[config.mk]
export PLATFORM = sky130hd
export DESIGN_NAME = alu_result_scoreboard
export DESIGN_NICKNAME = d
export VERILOG_FILES = /design/src/rtl/alu_result_scoreboard.sv
export SDC_FILE = /design/constraint.sdc
export NUM_CORES = 1
export LEC_CHECK = 0
export BUFFER_PORTS_ARGS = -buffer_cell sky130_fd_sc_hd__buf_2
export CAP_MARGIN = 20
export CORE_MARGIN = 1
export CORE_UTILIZATION = 40
export DETAILED_ROUTE_END_ITERATION = 8
export SKIP_CTS_REPAIR_TIMING = 1
export SLEW_MARGIN = 20
export SYNTH_ARGS = -nofsm -noshare
export SYNTH_HDL_FRONTEND = slang
export SYNTH_SLANG_ARGS = --single-unit
[constraint.sdc]
create_clock -name clk -period 8.7 [get_ports clk]
set_input_delay 1.305 -clock clk [delete_from_list [all_inputs] [get_ports clk]]
set_output_delay 1.305 -clock clk [all_outputs]
set_load 0.05 [all_outputs]
[src/rtl/alu_result_scoreboard.sv]
// alu_result_scoreboard: queues golden ALU results, pairs each DUT result with the oldest one
// and keeps saturating per-op/total/error statistics plus a first-mismatch capture.
module alu_result_scoreboard #(
   parameter int RESULT_WIDTH = 8,
   parameter int OP_WIDTH     = 3,
   parameter int NUM_OPS      = 4,
   parameter int DEPTH        = 16,
   parameter int CNT_WIDTH    = 16,
   parameter int TIMEOUT      = 64
) (
   input  logic                          clk,
   input  logic                          rst,
   input  logic                          clear,
   input  logic                          exp_valid,
   output logic                          exp_ready,
   input  logic [RESULT_WIDTH-1:0]       exp_data,
   input  logic [OP_WIDTH-1:0]           exp_op,
   input  logic                          dut_valid,
   input  logic [RESULT_WIDTH-1:0]       dut_result,
   output logic [$clog2(DEPTH):0]        pending,
   output logic [NUM_OPS*CNT_WIDTH-1:0]  match_cnt,
   output logic [CNT_WIDTH-1:0]          total_match,
   output logic [CNT_WIDTH-1:0]          mismatch_cnt,
   output logic [CNT_WIDTH-1:0]          unexpected_cnt,
   output logic [CNT_WIDTH-1:0]          timeout_cnt,
   output logic                          overflow,
   output logic                          err_valid,
   output logic [RESULT_WIDTH-1:0]       err_exp,
   output logic [RESULT_WIDTH-1:0]       err_got,
   output logic [OP_WIDTH-1:0]           err_op,
   output logic                          pass
);
   localparam int AW = $clog2(DEPTH);
   localparam int PW = AW + 1;
   localparam int WW = $clog2(TIMEOUT) + 1;
   localparam int EW = OP_WIDTH + RESULT_WIDTH;
   typedef logic [CNT_WIDTH-1:0] cnt_t;

   logic [EW-1:0]           mem_q [DEPTH];
   logic [AW-1:0]           wptr_q, wptr_d, rptr_q, rptr_d;
   logic [PW-1:0]           cnt_q, cnt_d;
   logic [WW-1:0]           wd_q, wd_d;
   cnt_t [NUM_OPS-1:0]      match_q, match_d;
   cnt_t                    total_q, total_d, mism_q, mism_d, unexp_q, unexp_d, tmo_q, tmo_d;
   logic                    ovf_q, ovf_d, errv_q, errv_d, pass_q, pass_d;
   logic [RESULT_WIDTH-1:0] err_exp_q, err_exp_d, err_got_q, err_got_d;
   logic [OP_WIDTH-1:0]     err_op_q, err_op_d;
   logic [OP_WIDTH-1:0]     head_op;
   logic [RESULT_WIDTH-1:0] head_data;
   logic                    full, have, push, cmp, eq, tmo, pop, cap;

   function automatic cnt_t sat(input cnt_t v, input logic en);
      return (en && !(&v)) ? v + cnt_t'(1) : v;
   endfunction

   assign full              = cnt_q == PW'(DEPTH);
   assign have              = cnt_q != '0;
   assign exp_ready         = !full;
   assign push              = exp_valid && !full;
   assign {head_op, head_data} = mem_q[rptr_q];
   assign cmp               = dut_valid && have;
   assign eq                = dut_result == head_data;
   // a DUT result arriving on the expiry cycle takes precedence over the watchdog
   assign tmo               = have && !dut_valid && wd_q == WW'(TIMEOUT - 1);
   assign pop               = cmp || tmo;
   assign cap               = cmp && !eq && !errv_q;

   always_comb begin
      wptr_d = push ? wptr_q + AW'(1) : wptr_q;
      rptr_d = pop ? rptr_q + AW'(1) : rptr_q;
      cnt_d  = cnt_q + PW'(push) - PW'(pop);
      wd_d   = (pop || !have) ? '0 : wd_q + WW'(1);
      for (int k = 0; k < NUM_OPS; k++)
         match_d[k] = sat(match_q[k], cmp && eq && 32'(head_op) == 32'(k));
      total_d   = sat(total_q, cmp && eq);
      mism_d    = sat(mism_q, cmp && !eq);
      unexp_d   = sat(unexp_q, dut_valid && !have);
      tmo_d     = sat(tmo_q, tmo);
      ovf_d     = ovf_q || (exp_valid && full);
      errv_d    = errv_q || cap;
      err_exp_d = cap ? head_data : err_exp_q;
      err_got_d = cap ? dut_result : err_got_q;
      err_op_d  = cap ? head_op : err_op_q;
      pass_d    = !ovf_d && mism_d == '0 && unexp_d == '0 && tmo_d == '0 && cnt_d == '0;
   end

   always_ff @(posedge clk)
      if (push) mem_q[wptr_q] <= {exp_op, exp_data};

   always_ff @(posedge clk) begin
      if (!rst || clear) begin
         wptr_q    <= '0;
         rptr_q    <= '0;
         cnt_q     <= '0;
         wd_q      <= '0;
         match_q   <= '0;
         total_q   <= '0;
         mism_q    <= '0;
         unexp_q   <= '0;
         tmo_q     <= '0;
         ovf_q     <= 1'b0;
         errv_q    <= 1'b0;
         err_exp_q <= '0;
         err_got_q <= '0;
         err_op_q  <= '0;
         pass_q    <= 1'b1;
      end else begin
         wptr_q    <= wptr_d;
         rptr_q    <= rptr_d;
         cnt_q     <= cnt_d;
         wd_q      <= wd_d;
         match_q   <= match_d;
         total_q   <= total_d;
         mism_q    <= mism_d;
         unexp_q   <= unexp_d;
         tmo_q     <= tmo_d;
         ovf_q     <= ovf_d;
         errv_q    <= errv_d;
         err_exp_q <= err_exp_d;
         err_got_q <= err_got_d;
         err_op_q  <= err_op_d;
         pass_q    <= pass_d;
      end
   end

   assign pending        = cnt_q;
   assign match_cnt      = match_q;
   assign total_match    = total_q;
   assign mismatch_cnt   = mism_q;
   assign unexpected_cnt = unexp_q;
   assign timeout_cnt    = tmo_q;
   assign overflow       = ovf_q;
   assign err_valid      = errv_q;
   assign err_exp        = err_exp_q;
   assign err_got        = err_got_q;
   assign err_op         = err_op_q;
   assign pass           = pass_q;
endmodule

Yosys cells after proc, flatten, opt, wreduce, memory -nomap -nowiden
Memory sizes are Yosys's and may differ from the RTL's. A register that Yosys moved wholly into a read port is not among the register bits. Cells that the tools add are included.

Reduce and logical (&&, ||, !) cells: 60. Add/sub/neg operators: 13. Eq/ne operators: 6. Multiplexer cells: 7.

Operators with widths (count): adder 16 x 1 -> 16 bit, second input constant (8); AND reduction 16 bit (8); logical NOT 16 bit (3); two-way mux 16 bit (3); logical AND 1 bit (25); logical NOT 1 bit (15); adder 4 x 1 -> 4 bit, second input constant (2); equality test 8 bit (1); two-way mux 4 bit (2); adder 7 x 1 -> 7 bit, second input constant (1); equality test 7 x 6 -> 1 bit, second input constant (1); equality test 3 x 2 -> 1 bit, second input constant (2); adder 5 x 1 -> 5 bit (1); equality test 5 bit, second input constant (1); logical NOT 5 bit (1); logical OR 1 bit (5); nonzero test 5 bit (1); subtractor 5 x 1 -> 5 bit (1); equality test 3 x 1 -> 1 bit, second input constant (1); logical NOT 3 bit (1); two-way mux 1 bit (2); OR reduction 2 bit (1).

Flip-flop bits (word level): 170. Output and inout bits: 156. RAM bits: 176. Logic and storage cells: 105. Memories: 1.

Memory list: mem_q (depth 16, width 11, rd ports 1, clocked after Yosys merged registers in 1, write ports 1, line 39) `logic [EW-1:0] mem_q [DEPTH];`.

Depth between registers and ports, before layout
Depth after elaboration: 10. Gate-level depth with buffers: 20. Mapped depth without buffers: 19.

Least setup slack after synthesis
No wires, ideal clock.

Path type: flip-flop to flip-flop. Start: register cnt_q[2], in the netlist pending[2]. End: register pass_q, in the netlist pass. Path slack: 4.350 ns. Stages on the path, launching flop included: 21. Required time: 8.613 ns. Path buffers: 1. Arrival time: 4.263 ns. Cells stage by stage: dfxtp_1 > inv_1 > ha_1 > nand3_1 > and2_1 > clkbuf_1 > inv_1 > ha_1 > inv_1 > ha_1 > fa_1 > a21oi_1 > o21bai_1 > xnor2_1 > o2111a_1 > o2111ai_1 > nor4_1 > nand4_1 > nor4_1 > o2111ai_1 > o31ai_1.

RTL lines: from (decl) (line 41) `logic [PW-1:0] cnt_q, cnt_d;`; from (signal assigned) (line 110) `cnt_q <= cnt_d;`; equality test 5 bit (line 56) `assign full = cnt_q == PW'(DEPTH);`; logical NOT 1 bit; net exp_ready (line 15) `output logic exp_ready,`; logical AND 1 bit (line 59) `assign push = exp_valid && !full;`; adder 5 x 1 -> 5 bit (line 71) `cnt_d = cnt_q + PW'(push) - PW'(pop);`; subtractor 5 x 1 -> 5 bit (line 71); logical NOT 5 bit (line 84) `pass_d = !ovf_d && mism_d == '0 && unexp_d == '0 && tmo_d == '0 && cnt_d == '0;`; logical AND 1 bit (line 84); to (signal assigned) (line 122) `pass_q <= pass_d;`; to (decl) (line 45) `logic ovf_q, ovf_d, errv_q, errv_d, pass_q, pass_d;`.

The timed path passes the listed nets, and every way through them passes these cells. A chain may end at the register's enable or synchronous reset.

==> summary.md <==
| Metric | Value |
|---|---|
| Max-cap viol count | `0` |
| H-tree depth | `2` |
| Register area share after synthesis | `56.5%` |
| Worst Hold Class | `register to register` |
| Clock sinks | `350` |
| Top FF cell, synth | `edfxtp_1` |
| Power Dens Cells | `214 mW/mm^2` |
| Normalized max-slew margin | `27.0%` |
| Reg clk slew, reported paths | `0.06 ns` |
| Routed Antenna Nets | `0` |
| Row count | `71` |
| Synth Register Bits | `350` |
| Area grow syn2layout | `17.3%` |
| Synth area leaders | `edfxtp_1, dfxtp_1, mux4_2, nor2_1, xor2_1` |
| GRT Total Usage | `19.0%` |
| M3 GR Usage | `3.53%` |
| Dpl hpwl | `25000 um` |
| Met1 Track Usage GR | `26.2%` |
| Die H | `199 um` |
| Commonest cells after routing, fill and taps aside | `nor2_1, buf_2, edfxtp_1, dfxtp_1, nand2_1` |
| Max Slew Vio Count | `0` |
| Detailed Route WL | `37600 um` |
| Vias per cell | `5.32` |
| Pre-antenna DRT Iters | `8` |
| WHS | `0.443 ns` |
| Grt ovf | `0` |
| DRT iter0 DRCs | `863` |
| Clock root cell | `clkbuf_16` |
| Number of buffers added on ports | `179` |
| # IOs | `180` |
| Cell Area, Synth | `0.0155 sq mm` |
| Commonest non-fill, non-tap cell in the layout | `nor2_1` |
| Status | `complete, no violations` |
| Worst-path maximum fanout | `26` |
| Mapped Nets | `1393` |
| FMAX | `0.209 GHz` |
| Residual DRC count | `0` |
| Critical Path Sink Type | `register` |
| Share of layout cells above drive strength 1 | `21.4%` |
| Largest net degree at the start of global routing | `99` |
| Synth Instances | `1348` |
| Vias in the first global route | `10183` |
| Worst Path Arrival | `5.19 ns` |
| CTS tree | `yes` |
| Clock Tree Buf Depth | `3` |
| First-pass GRT wire length | `57600 um` |
| Crit path launch type | `register` |
| WS Path Type | `register to register` |
| Hold Fails Final Rpt | `0` |
| Req. time, crit path | `9.10 ns` |
| WL/cell | `18.2 um` |
| RSZ-0062 raised after global routing | `false` |
| Multi-input gate area | `0.00641 sq mm` |
| Yosys top cell area share | `34.1%` |
| Yosys top cell by area | `edfxtp_1` |
| Yosys warns | `0` |
| Maximum VDD drop | `0.119 mV` |
| Met2 Use GR | `30.1%` |
| Total CTS buffers | `39` |
| Post-synth ARST share | `0%` |
| # fillers | `3467` |
| Initial Util | `40.9%` |
| Most used routing layer | `met2` |
| Die width | `199 um` |
| Final net count | `1571` |
| Via count | `11000` |
| Antenna violations before repair | `2` |
| Register area | `0.00877 sq mm` |
| Die area | `0.0396 sq mm` |
| Final setup viols | `0` |
| Leakage power | `6.38 nW` |
| Core box area | `0.0379 sq mm` |
| Syn_area_per_cell | `11.5 sq um` |
| Setup TNS | `0 ns` |
| Clk_lat worst skew | `0.55 ns` |
| Post-synth EDFFs | `176` |
| Final Skew | `0.0135 ns` |
| Worst Tran Pin Value | `1.09 ns` |
| Gpl congestion | `0.852` |
| Cell variety after synth | `70` |
| Final min period | `4.79 ns` |
| Period utilisation layout | `55.0%` |
-- stage by stage --
step | instance area (sq um) | std cells | utilization (%) | setup slack, ns | total power [mW]
floorplan | 15500 | 1348 | - | 4.35 | 2.22
global placement | 17000 | 1996 | 44.7 | 3.96 | 2.36
detailed placement | 17000 | 1996 | 44.7 | 3.90 | 2.37
CTS | 18200 | 2065 | 47.9 | 3.87 | 3.94
global route | 18200 | 2065 | 47.9 | 3.46 | 4.06
finish | 18200 | 2066 | 47.9 | 3.91 | 3.89
-- critical path, stage by stage (launching register included) --
cell and delay (ns):
dfxtp_1 0.73, buf_4 0.49, mux2_2 0.39, o22a_1 0.23
a211o_1 0.31, nand3_1 0.25, nand4_1 0.29, nor4_4 0.55
nand4b_1 0.72, nor3_1 0.45, xnor2_1 0.15, nor2_1 0.05
-- per-layer routing --
metal	part of all wire [%]	wire length [um]
met3	6.2	2320
met5	0.027	10
met4	2.1	787
met2	46	17200
met1	46	17300
-- state kept, by name, summed over array words and instances, names as in the netlist, named ones only --
name / count
wptr_q: 4
wd_q: 7
pending: 5
total_match: 16
unexpected_cnt: 16
pass: 1
mem_q: 176
err_got: 8
mismatch_cnt: 16
err_op: 3
err_valid: 1
err_exp: 8
timeout_cnt: 16
rptr_q: 4
match_cnt: 64
overflow: 1
-- cell type report --
type,count,share of cell area [%]
repair buffers,197,5.67
clock buffers,53,6.16
inverters,30,0.619
clock inverters,16,0.564
well taps,511,3.52
diodes,1,0.0138
multi-input cells,908,35.2
flip-flops and latches,350,48.2
-- kinds of logic after synthesis --
| family | after synthesis | synth area share (%) |
|---|---|---|
| compound gates | 138 | 5.89 |
| xor+xnor | 110 | 6.21 |
| simple gates | 537 | 17.3 |
| fa+ha+maj | 21 | 1.74 |
| buf+inv | 90 | 2.41 |
| flops | 350 | 56.5 |
| mux | 102 | 9.86 |
-- worst paths after layout --
kind / start / endpoint / slack, ns / depth (start not counted)
worst max-delay path: register / match_cnt[30]$_SDFFE_PP0P_ / 3.91 / 11
worst min register to register: wd_q[0]$_SDFF_PP0_ / wd_q[0]$_SDFF_PP0_ / 0.44 / 1
worst min-delay path: wd_q[0]$_SDFF_PP0_ / wd_q[0]$_SDFF_PP0_ / 0.44 / 1
worst max register to register: register / match_cnt[30]$_SDFFE_PP0P_ / 3.91 / 11
-- synth_stat cells, types with 8 or more instances --
cell and number:
or3_1 31, clkbuf_1 40, nand3_1 59, nor3_1 38, nand2b_1 11, nand4_1 34
nor4_1 14, nand2_1 80, mux2_2 16, and3_1 24, dfxtp_1 174, edfxtp_1 176
o21ai_0 33, mux4_2 39, a211oi_1 8, buf_2 14, xor2_1 56, a21oi_1 37
inv_1 30, nor2b_1 10, mux2i_1 47, nor2_1 189, xnor2_1 54, ha_1 20
-- report_power, final --
part / internal [mW] / total, mW / switching (mW) / leakage, nW
clock network: 0.905 / 1.56 / 0.659 / 0.605
logic: 0.188 / 0.522 / 0.334 / 2.78
registers: 1.77 / 1.81 / 0.0394 / 2.99
total: 2.86 / 3.89 / 1.03 / 6.38
Power figures use the tool's default switching activity.
